==> src/rtl/mem_pkg.sv <==
// mem_pkg: shared types and address decode for the SRAM responder.
// Holds the FSM state encoding and the range/index helper.
package mem_pkg;

   typedef enum logic [2:0] {
      IDLE,
      WAIT,
      ACCESS,
      RDWAIT,
      RESP
   } state_e;

   localparam logic [3:0] WSTRB_NONE = 4'h0;

   typedef struct packed {
      logic        ok;
      logic [29:0] word;
   } decode_t;

   // 33-bit offset so a base near the top of memory cannot wrap.
   function automatic decode_t addr_decode(
      input logic [31:0] addr,
      input logic [31:0] base,
      input logic [32:0] depth
   );
      logic [32:0] off;
      logic [32:0] span;
      decode_t     r;
      off    = {1'b0, addr} - {1'b0, base};
      span   = {depth[30:0], 2'b00};
      r.ok   = (addr >= base) && (off < span);
      r.word = off[31:2];
      return r;
   endfunction

endpackage

==> src/rtl/mem_sram_ctrl.sv <==
// mem_sram_ctrl: valid/ready memory port responder over a 1-cycle SRAM.
// Adds wait states, range checks and fault responses.
module mem_sram_ctrl
   import mem_pkg::*;
#(
   parameter int unsigned DEPTH_WORDS = 4096,
   parameter logic [31:0] BASE_ADDR   = 32'h0000_0000,
   parameter int unsigned WAIT_STATES = 0,
   parameter int unsigned ADDR_W      = $clog2(DEPTH_WORDS)
) (
   input  logic              clk,
   input  logic              reset_n,
   input  logic              mem_valid,
   input  logic              mem_instr,
   input  logic [31:0]       mem_addr,
   input  logic [31:0]       mem_wdata,
   input  logic [3:0]        mem_wstrb,
   output logic              mem_ready,
   output logic [31:0]       mem_rdata,
   output logic              mem_fault,
   output logic              sram_en,
   output logic [3:0]        sram_we,
   output logic [ADDR_W-1:0] sram_addr,
   output logic [31:0]       sram_wdata,
   input  logic [31:0]       sram_rdata
);

   state_e              state_q, state_d;
   logic [3:0]          cnt_q, cnt_d;
   logic [ADDR_W-1:0]   addr_q, addr_d;
   logic [31:0]         wdata_q, wdata_d;
   logic [3:0]          wstrb_q, wstrb_d;
   logic                ready_q, ready_d;
   logic                fault_q, fault_d;
   logic [31:0]         rdata_q, rdata_d;
   logic                en_q, en_d;
   logic [3:0]          we_q, we_d;

   decode_t             dec;
   logic                illegal;
   logic                unused_word_hi;

   assign dec = addr_decode(mem_addr, BASE_ADDR, 33'(DEPTH_WORDS));
   assign illegal = !dec.ok ||
                    (mem_instr && (mem_wstrb != WSTRB_NONE));
   assign unused_word_hi = ^dec.word[29:ADDR_W];

   // Next-state, request latching and registered output values.
   always_comb begin
      state_d = state_q;
      cnt_d   = cnt_q;
      addr_d  = addr_q;
      wdata_d = wdata_q;
      wstrb_d = wstrb_q;
      fault_d = 1'b0;
      rdata_d = rdata_q;
      unique case (state_q)
         IDLE: begin
            if (mem_valid) begin
               addr_d  = dec.word[ADDR_W-1:0];
               wdata_d = mem_wdata;
               wstrb_d = mem_wstrb;
               if (illegal) begin
                  state_d = RESP;
                  fault_d = 1'b1;
                  rdata_d = 32'h0;
               end else if (WAIT_STATES == 0) begin
                  state_d = ACCESS;
               end else begin
                  state_d = WAIT;
                  cnt_d   = 4'(WAIT_STATES);
               end
            end
         end
         WAIT: begin
            if (!mem_valid) begin
               state_d = IDLE;
               cnt_d   = 4'd0;
            end else if (cnt_q <= 4'd1) begin
               state_d = ACCESS;
               cnt_d   = 4'd0;
            end else begin
               cnt_d = cnt_q - 4'd1;
            end
         end
         ACCESS: begin
            if (!mem_valid) begin
               state_d = IDLE;
            end else if (wstrb_q != WSTRB_NONE) begin
               state_d = RESP;
               rdata_d = 32'h0;
            end else begin
               state_d = RDWAIT;
            end
         end
         RDWAIT: begin
            rdata_d = sram_rdata;
            state_d = mem_valid ? RESP : IDLE;
         end
         RESP: begin
            state_d = IDLE;
         end
         default: begin
            state_d = IDLE;
         end
      endcase
      ready_d = (state_d == RESP);
      en_d    = (state_d == ACCESS);
      we_d    = en_d ? wstrb_d : WSTRB_NONE;
   end

   // State and output registers; reset drops any in-flight request.
   always_ff @(posedge clk or negedge reset_n) begin
      if (!reset_n) begin
         state_q <= IDLE;
         cnt_q   <= 4'd0;
         addr_q  <= '0;
         wdata_q <= 32'h0;
         wstrb_q <= WSTRB_NONE;
         ready_q <= 1'b0;
         fault_q <= 1'b0;
         rdata_q <= 32'h0;
         en_q    <= 1'b0;
         we_q    <= WSTRB_NONE;
      end else begin
         state_q <= state_d;
         cnt_q   <= cnt_d;
         addr_q  <= addr_d;
         wdata_q <= wdata_d;
         wstrb_q <= wstrb_d;
         ready_q <= ready_d;
         fault_q <= fault_d;
         rdata_q <= rdata_d;
         en_q    <= en_d;
         we_q    <= we_d;
      end
   end

   assign mem_ready  = ready_q;
   assign mem_fault  = fault_q;
   assign mem_rdata  = rdata_q;
   assign sram_en    = en_q;
   assign sram_we    = we_q;
   assign sram_addr  = addr_q;
   assign sram_wdata = wdata_q;

endmodule

==> config.mk <==
export PLATFORM = sky130hd
export DESIGN_NAME = mem_sram_ctrl
export DESIGN_NICKNAME = d
export VERILOG_FILES = /design/src/rtl/mem_pkg.sv /design/src/rtl/mem_sram_ctrl.sv
export SDC_FILE = /design/constraint.sdc
export NUM_CORES = 1
export LEC_CHECK = 0
export CORE_ASPECT_RATIO = 0.75
export CORE_UTILIZATION = 35
export DETAILED_ROUTE_END_ITERATION = 8
export PLACE_DENSITY = 0.71
export SLEW_MARGIN = 0
export SYNTH_ARGS = -nofsm -noshare
export SYNTH_HDL_FRONTEND = slang
export SYNTH_SLANG_ARGS = --single-unit
==> constraint.sdc <==
create_clock -name clk -period 3.7 [get_ports clk]
set_clock_uncertainty 0.15 [all_clocks]
set_input_delay 0.37 -clock clk [delete_from_list [all_inputs] [get_ports clk]]
set_output_delay 0.37 -clock clk [all_outputs]
set_load 0.01 [all_outputs]
==> impl_metrics.toml, run 1 <==
[status]
status = "complete, no violations"

[clock_tree]
cts_buffer_depth = 2
cts_hold_buf = 1
cts_sinks = 94
insertion_delay_ns = 0.33
ctsResizeCount = 0
clk_pin_slew_worst_paths_ns = 0.06
cts_tree = "done"
cts_made_buffers = 9
cts_max_level = 3
post-cts-setup-buffers = 0
cts_root_buf = "clkbuf_16"

[timing]
timing.hold.ws_ns = 0.355
post-route-min-period_ns = 2.47
rsz0062_at_grt = "no"
post-route-period-util_pct = 66.7
hold_viol = 0
drv_slew = 0
setup_viol = 0
tightest_slew_ns = 1.15
setup_tns_ns = 0
max_slew_margin_pct = 23.1
clock.fmax_ghz = 0.405

[floorplanning]
chipHeight_um = 90.8
initial_core_util_pct = 35.9
fp.coreArea_mm2 = 0.0102
die_w_um = 120
io_pins = 187
fp.dieArea_mm2 = 0.0109
rows = 32

[synth]
ys_types = 34
async_flop_share_pct = 100
avgSynthCellArea_um2 = 15.0
ys_warn_count = 0
synthCells = 246
syn_nets = 352
synth_area_mm2 = 0.00368
yosys_register_bits = 94
ys_seq_area_share_pct = 63.9
synth_edf_count = 0
ys.flop_type = "dfrtp_1"

[finish]
fillers = 866
drive_above_1_share_pct = 17.0
nets = 537
syn2layout_area_growth_pct = 62.2
finish.utilization_pct = 58.3
stdcell_area_mm2 = 0.00597
final_common_cell = "clkdlybuf4s50_1"
num_antenna_cells = 0
regArea_mm2 = 0.00235
multi_input_area_mm2 = 0.00123
layout_common_cells = "183 x clkdlybuf4s50_1, 94 x dfrtp_1, 48 x mux2_2, 36 x a32o_1, 9 x clkbuf_16"

[grt]
use_met3_pct = 9.85
grt_max_degree = 63
overflow = 0
grtUsageMet2_pct = 27.8
grt_util_met1_pct = 20.7
busiest_layer = "met2"
antenna_found_initial = 0
grt_pass1_vias = 3063
gr-usage-all-layers_pct = 17.8
grt_pass1_wl_um = 15100

[setup_path]
end_kind = "register"
reg2reg_slack_ns = 1.29
critical_path_class = "in2reg"
cp.arrival_ns = 2.53
required_ns = 3.76
cp_max_fo = 32
start_kind = "primary input"

[routing]
drtPass1Iterations = 4
wirelength_um = 9170
drtIter0Drc = 88
routedWlPerCell_um = 16.1
route.vias.total = 2825
routed_via_density = 4.95
drcViolationCount = 0
ant_nets = 0

[power_and_ir_drop]
p_leak_uw = 0.00246
power_uw = 2600
ir_worst_vdd_mv = 0.313
power.density_mw_per_mm2 = 435

[place]
gp_congestion = 0.734
dp_hpwl_um = 6520
post_dp_cell_area_mm2 = 0.00566
port_buffers = 184

[flow_run]
maxCapViolations = 0

[worst_hold_path]
worstHoldPathType = "reg2reg"
-- sequential cells by signal (all words and copies together) (netlist names) --
register    cells
state_q         3
sram_addr      12
mem_fault       1
sram_we         4
cnt_q           4
mem_rdata      32
sram_wdata     32
sram_en         1
mem_ready       1
wstrb_q         4
-- layout make-up --
| cell class | count | area share [%] |
|---|---|---|
| clock buffer | 11 | 3.90 |
| timing repair buffer | 190 | 31.8 |
| tap | 136 | 2.85 |
| multi-input combinational | 132 | 20.6 |
| sequential | 94 | 39.4 |
| clock inverter | 4 | 1.22 |
| inverter | 4 | 0.251 |
-- cell usage after synthesis, drive strengths merged, types with 2 or more instances --
library cell | number | share of area [%]
a32o | 36 | 9.8
buf | 13 | 2.3
clkbuf | 3 | 0.31
dfrtp | 94 | 64
ha | 2 | 0.68
inv | 4 | 0.41
mux2 | 48 | 15
nand2 | 5 | 0.58
nand2b | 2 | 0.34
nand3 | 3 | 0.41
nor2 | 6 | 0.61
nor3 | 4 | 0.82
nor3b | 2 | 0.54
nor4 | 4 | 0.68
o21ai | 5 | 0.68
-- kinds of logic (layout without fill, tap and decap cells) --
kind of cell,count (synthesis),in the layout,share of synthesized area (%)
DFF,94,94,63.9
AOI/OAI and AO/OA,51,51,12.7
muxes,48,48,14.7
and+or+nand+nor,30,30,4.76
buffers and inverters,20,209,2.99
adders and majority gates,2,2,0.680
xor gates and xnor gates,1,1,0.238
-- routing by layer --
metal  up-vias  wire length (µm)
met5         -                 0
met4         0               114
met3        11              1210
met2       136              4120
met1      1365              3730
li1       1313                 -
-- metrics by stage --
stage | cells | setup slack (ns)
detailed placement | 555 | 0.855
floorplan | 246 | 1.87
CTS | 571 | 1.21
finish | 571 | 1.23
global placement | 555 | 0.947
global route | 571 | 1.14
-- power breakdown --
group	internal (µW)	total [µW]	switching [µW]
Combinational	307	475	168
Sequential	1120	1170	50.8
Clock	587	952	365
Total	2010	2600	583
-- final timing paths --
path	depth (start not counted)	endpoint	startpoint
worst max-delay path	4	mem_rdata[20]$_DFFE_PN0P_	mem_valid
worst min-delay path	1	sram_wdata[13]$_DFFE_PN0P_	sram_wdata[13]$_DFFE_PN0P_
worst max register to register	4	mem_rdata[20]$_DFFE_PN0P_	state_q[0]$_DFF_PN0_
worst min register to register	1	sram_wdata[13]$_DFFE_PN0P_	sram_wdata[13]$_DFFE_PN0P_
max in group asynchronous	3	mem_rdata[18]$_DFFE_PN0P_	reset_n
min in group asynchronous	2	sram_wdata[24]$_DFFE_PN0P_	reset_n
-- worst max-delay path, stage by stage --
cell,delay [ns]
clkdlybuf4s50_1,0.57
nor2_1,0.09
or4b_1,1.02
a32o_1,0.48
(Power assumes the default switching activity.)
==> run 2, diff against run 1 <==
PLACE_DENSITY = 0.74   (was 0.71)
clock period = 2.2 ns   (was 3.7 ns; I/O delays follow)
==> run 2 against run 1 <==
  * Hold slack worse by 0.14 ns
  * Final cell count is 1.1% higher
  * Clock power is 65% higher
  * Sequential share of layout area is 0.51 points lower
  * First-iteration DRC count is 28% lower
  * Flip-flop and latch count stayed put
  * Die area stayed put
  * Power is 67% higher
  * Global-route usage is 0.10 points lower
  * Wire length is 0.25% lower
  * Critical path type is now reg2reg
  * Largest cell class unchanged
  * Highest routed layer unchanged
==> impl_metrics.toml, run 2 (synthesized netlist as in run 1, its figures left out) <==
[status]
status = "complete, no violations"

[grt]
grt_pass1_vias = 2976
antenna_found_initial = 0
overflow = 0
grt_max_degree = 45
gr-usage-all-layers_pct = 17.7
grt_pass1_wl_um = 14900

[timing]
max_slew_margin_pct = 61.9
setup_ws_ns = 0.252
drv_slew = 0
hold_viol = 0
post-route-min-period_ns = 1.95
setup_viol = 0
timing.hold.ws_ns = 0.213
tightest_slew_ns = 0.562
post-route-period-util_pct = 88.6
setup_tns_ns = 0
rsz0062_at_grt = "no"
clock.fmax_ghz = 0.513

[finish]
regArea_mm2 = 0.00235
syn2layout_area_growth_pct = 64.4
drive_above_1_share_pct = 18.6
num_antenna_cells = 0
fillers = 843
multi_input_area_mm2 = 0.00123
nets = 542
fin_cells = 577
final_common_cell = "clkdlybuf4s50_1"
layout_common_cells = "183 x clkdlybuf4s50_1, 94 x dfrtp_1, 48 x mux2_2, 36 x a32o_1, 9 x clkbuf_16"

[floorplanning]
fp.dieArea_mm2 = 0.0109
die_w_um = 120
chipHeight_um = 90.8
initial_core_util_pct = 35.9
fp.coreArea_mm2 = 0.0102
rows = 32
io_pins = 187

[place]
dp_cells = 560
port_buffers = 184
gp_congestion = 0.713
dp_hpwl_um = 6510
place_ws_ns = 0.0274

[worst_hold_path]
worstHoldPathType = "in2async"

[setup_path]
cp.arrival_ns = 2.01
critical_path_class = "reg2reg"
start_kind = "register"
required_ns = 2.26
cp_max_fo = 32
end_kind = "register"

[clock_tree]
clk_pin_slew_worst_paths_ns = 0.07
cts_hold_buf = 1
cts_max_level = 3
insertion_delay_ns = 0.33
post-cts-setup-buffers = 0
ctsResizeCount = 0
cts_tree = "done"
cts_sinks = 94
cts_root_buf = "clkbuf_16"
cts_made_buffers = 9
cts_buffer_depth = 2

[power_and_ir_drop]
p_leak_uw = 0.00250
ir_worst_vdd_mv = 0.553
power_uw = 4340
power.density_mw_per_mm2 = 718

[routing]
ant_nets = 0
drtPass1Iterations = 5
routed_via_density = 4.95
route.vias.total = 2857
wirelength_um = 9150
drtIter0Drc = 63
routedWlPerCell_um = 15.9
drcViolationCount = 0

[flow_run]
maxCapViolations = 0
==> run 2: cell count changes in the layout (fill, tap and decap cells not counted) <==
cell	delta
inv_6	+1
clkbuf_1	-2
clkbuf_8	+2
clkinv_2	+1
bufinv_16	-1
buf_12	+3
buf_4	+2
==> run 2: report_power, final <==
part	switching, µW	total (µW)	leakage [µW]	internal, µW
logic	281	808	0.00116	527
clock network	632	1570	0.000152	942
registers	81.9	1960	0.00119	1880
total	995	4340	0.00250	3350
==> run 2: final timing paths <==
path                                             from                         end  slack (ns)  cells past startpoint
max                              state_q[0]$_DFF_PN0_    mem_rdata[0]$_DFFE_PN0P_        0.25                      5
min in group clk                        sram_rdata[7]    mem_rdata[7]$_DFFE_PN0P_        0.34                      2
min reg2reg                sram_wdata[10]$_DFFE_PN0P_  sram_wdata[10]$_DFFE_PN0P_        0.35                      1
max reg2reg                      state_q[0]$_DFF_PN0_    mem_rdata[0]$_DFFE_PN0P_        0.25                      5
max in group asynchronous                     reset_n   sram_addr[10]$_DFFE_PN0P_        1.08                      3
min                                           reset_n  sram_wdata[14]$_DFFE_PN0P_        0.21                      2
==> run 2: worst max-delay path: stages (launching register included) <==
cell and delay [ns]:
dfrtp_1 0.49, nor3_2 0.10, nand2_2 0.10, or4b_1 0.49
buf_12 0.19, a32o_1 0.28
==> run 2: cell type report <==
| class | instances | area share (%) |
|---|---|---|
| Tap cell | 136 | 2.81 |
| Timing Repair Buffer | 195 | 32.6 |
| Clock inverter | 5 | 0.931 |
| Clock buffer | 11 | 4.18 |
| Sequential cell | 94 | 38.9 |
| Inverter | 4 | 0.248 |
| Multi-Input combinational cell | 132 | 20.3 |
==> run 2: layer usage <==
layer	global-route usage, %	vias to the layer above	part of all wire (%)
met3	8.21	11	11
met1	21.4	1396	41
li1	-	1317	-
met2	27.8	133	47
met5	0	-	0
met4	5.86	0	1.2
==> run 2: metrics by stage <==
step	util [%]	instance area (µm²)
5_1_grt	59.0	6050
4_1_cts	59.0	6050
3_5_place_dp	55.9	5730
3_3_place_gp	55.9	5730
2_1_floorplan	-	3680
6_report	59.0	6050
==> run 3, diff against run 2 <==
RECOVER_POWER = 100   (was unset)
SKIP_LAST_GASP = 1   (was unset)
==> run 3 against run 2 <==
  * Sequential share of layout area increased by 0.20 points
  * Combinational power decreased by 6.4%
  * Register-to-register slack got worse by 0.05 ns
  * Critical path depth unchanged
  * Sequential power about the same
  * Critical path type unchanged
  * Critical endpoint unchanged
  * Largest cell class unchanged
==> impl_metrics.toml, run 3 (synthesized netlist as in run 1, its figures left out) <==
[clock_tree]
cts_made_buffers = 9
insertion_delay_ns = 0.33
clk_pin_slew_worst_paths_ns = 0.06
cts_max_level = 3
cts_tree = "done"
cts_buffer_depth = 2
cts_root_buf = "clkbuf_16"
cts_sinks = 94
ctsResizeCount = 0

[floorplanning]
rows = 32
initial_core_util_pct = 35.9
die_w_um = 120
io_pins = 187
fp.coreArea_mm2 = 0.0102
chipHeight_um = 90.8
fp.dieArea_mm2 = 0.0109

[timing]
post-route-min-period_ns = 2.00
tightest_slew_ns = 0.876
post-route-period-util_pct = 91.0
setup_tns_ns = 0
setup_viol = 0
setup_ws_ns = 0.199
drv_slew = 0
max_slew_margin_pct = 41.6
hold_viol = 0
rsz0062_at_grt = "no"
clock.fmax_ghz = 0.500

[finish]
layout_common_cells = "100 x clkdlybuf4s50_1, 94 x dfrtp_1, 84 x dlygate4sd3_1, 48 x mux2_2, 36 x a32o_1"
num_antenna_cells = 0
fin_cells = 577
fillers = 847
finish.utilization_pct = 58.7
drive_above_1_share_pct = 18.4
nets = 542
stdcell_area_mm2 = 0.00602
final_common_cell = "clkdlybuf4s50_1"
syn2layout_area_growth_pct = 63.5

[power_and_ir_drop]
power.density_mw_per_mm2 = 712
p_sw_share_pct = 23.1
seqPwrFrac_pct = 45.6
p_leak_uw = 0.00264
ir_worst_vdd_mv = 0.541
p_switching_uw = 989
combPwrFrac_pct = 17.7
power_frac_clock_pct = 36.8
p_int_uw = 3300

[routing]
routed_via_density = 4.96
wl_met3_um = 1010
wirelength_um = 9160
drtPass1Iterations = 6
met1_length_um = 3790
drtIter0Drc = 77
highest-signal-layer = "met4"
routedWlPerCell_um = 15.9
ant_nets = 0
route.vias.total = 2864
drcViolationCount = 0
dr_wl_met2_um = 4240

[setup_path]
slowest_delay_ns = 0.45
cp.arrival_ns = 2.06
critPathBufInv = 1
reg2reg_slack_ns = 0.20
start_kind = "register"
cp.depth = 5
reg2reg_depth = 5
cp_max_fo = 32
crit_path_start = "state_q[0]$_DFF_PN0_"
worstSetupEndpoint = "mem_rdata[0]$_DFFE_PN0P_"
required_ns = 2.26
r2r-start = "state_q[0]$_DFF_PN0_"
path_cells = "nor3_2, nand2_2, or4b_1, clkbuf_4, a32o_1"
r2r_end = "mem_rdata[0]$_DFFE_PN0P_"
cpLargestDelayFamily = "simple AND/OR/NAND/NOR gates"
end_kind = "register"
critical_path_class = "reg2reg"
cpMaxStageDelayCell = "dfrtp_1"

[grt]
antenna_found_initial = 0
grt_max_degree = 45
grt_pass1_vias = 2976
gr-usage-all-layers_pct = 17.7
grt_pass1_wl_um = 14900
overflow = 0

[place]
gp_congestion = 0.713
dp_hpwl_um = 6510
post_dp_cell_area_mm2 = 0.00573
port_buffers = 184
dp_cells = 560
place_ws_ns = 0.0274

[status]
status = "complete, no violations"

[worst_hold_path]
worstHoldPathType = "in2reg"

[flow_run]
maxCapViolations = 0
run 3: cell count changes in the layout (fill, tap and decap cells not counted), sizes merged:
| cell | before | now |
|---|---|---|
| clkbuf | 11 | 15 |
| clkdlybuf4s50 | 183 | 100 |
| dlygate4sd3 | 1 | 84 |
| buf | 11 | 7 |
run 3: worst min path at each step:
stage | slack, ns | to | cells after the start | start
final | 0.34 | mem_rdata[7]$_DFFE_PN0P_ | 2 | sram_rdata[7]
after global routing | 0.33 | mem_rdata[3]$_DFFE_PN0P_ | 2 | sram_rdata[3]
after CTS | 0.22 | sram_wdata[14]$_DFFE_PN0P_ | 2 | reset_n
after detailed placement | 0.04 | sram_wdata[14]$_DFFE_PN0P_ | 1 | reset_n
after global placement | 0.04 | sram_wdata[14]$_DFFE_PN0P_ | 1 | reset_n
after floorplan | -0.23 | cnt_q[0]$_DFFE_PN0P_ | 0 | reset_n
run 3: final cells by class:
| type | instances | area, µm² | share of cell area, % |
|---|---|---|---|
| Clock inverter | 5 | 56.3 | 0.935 |
| Sequential cell | 94 | 2350 | 39.1 |
| Timing Repair Buffer | 195 | 1950 | 32.5 |
| Inverter | 4 | 15.0 | 0.249 |
| Tap cell | 136 | 170 | 2.83 |
| Clock buffer | 11 | 253 | 4.20 |
| Multi-Input combinational cell | 132 | 1220 | 20.2 |
run 3: routing by layer:
| metal | global-route usage, % | up-vias |
|---|---|---|
| met5 | 0 | - |
| met2 | 27.8 | 136 |
| met1 | 21.4 | 1395 |
| met3 | 8.21 | 11 |
| met4 | 5.86 | 0 |
| li1 | - | 1322 |
run 3: power groups by stage:
stage	clock network [µW]	registers [µW]	logic [µW]
6_report	1570	1950	756
5_1_grt	1690	1970	815
4_1_cts	1630	1960	820
3_5_place_dp	0	1990	814
3_3_place_gp	0	1980	802
2_1_floorplan	0	2050	202
run 3: what timing repair did:
action / 4_1_cts / 5_1_grt
buffers inserted: 0 / 0
hold buffers: 1 / 0
hold endpoints to repair: 32 / 0
run 3: stage by stage:
stage	hold WS, ns	total power [µW]
finish	0.338	4280
CTS	0.216	4410
global route	0.331	4470
global placement	0.0392	2790
detailed placement	0.0435	2810
floorplan	-0.226	2250
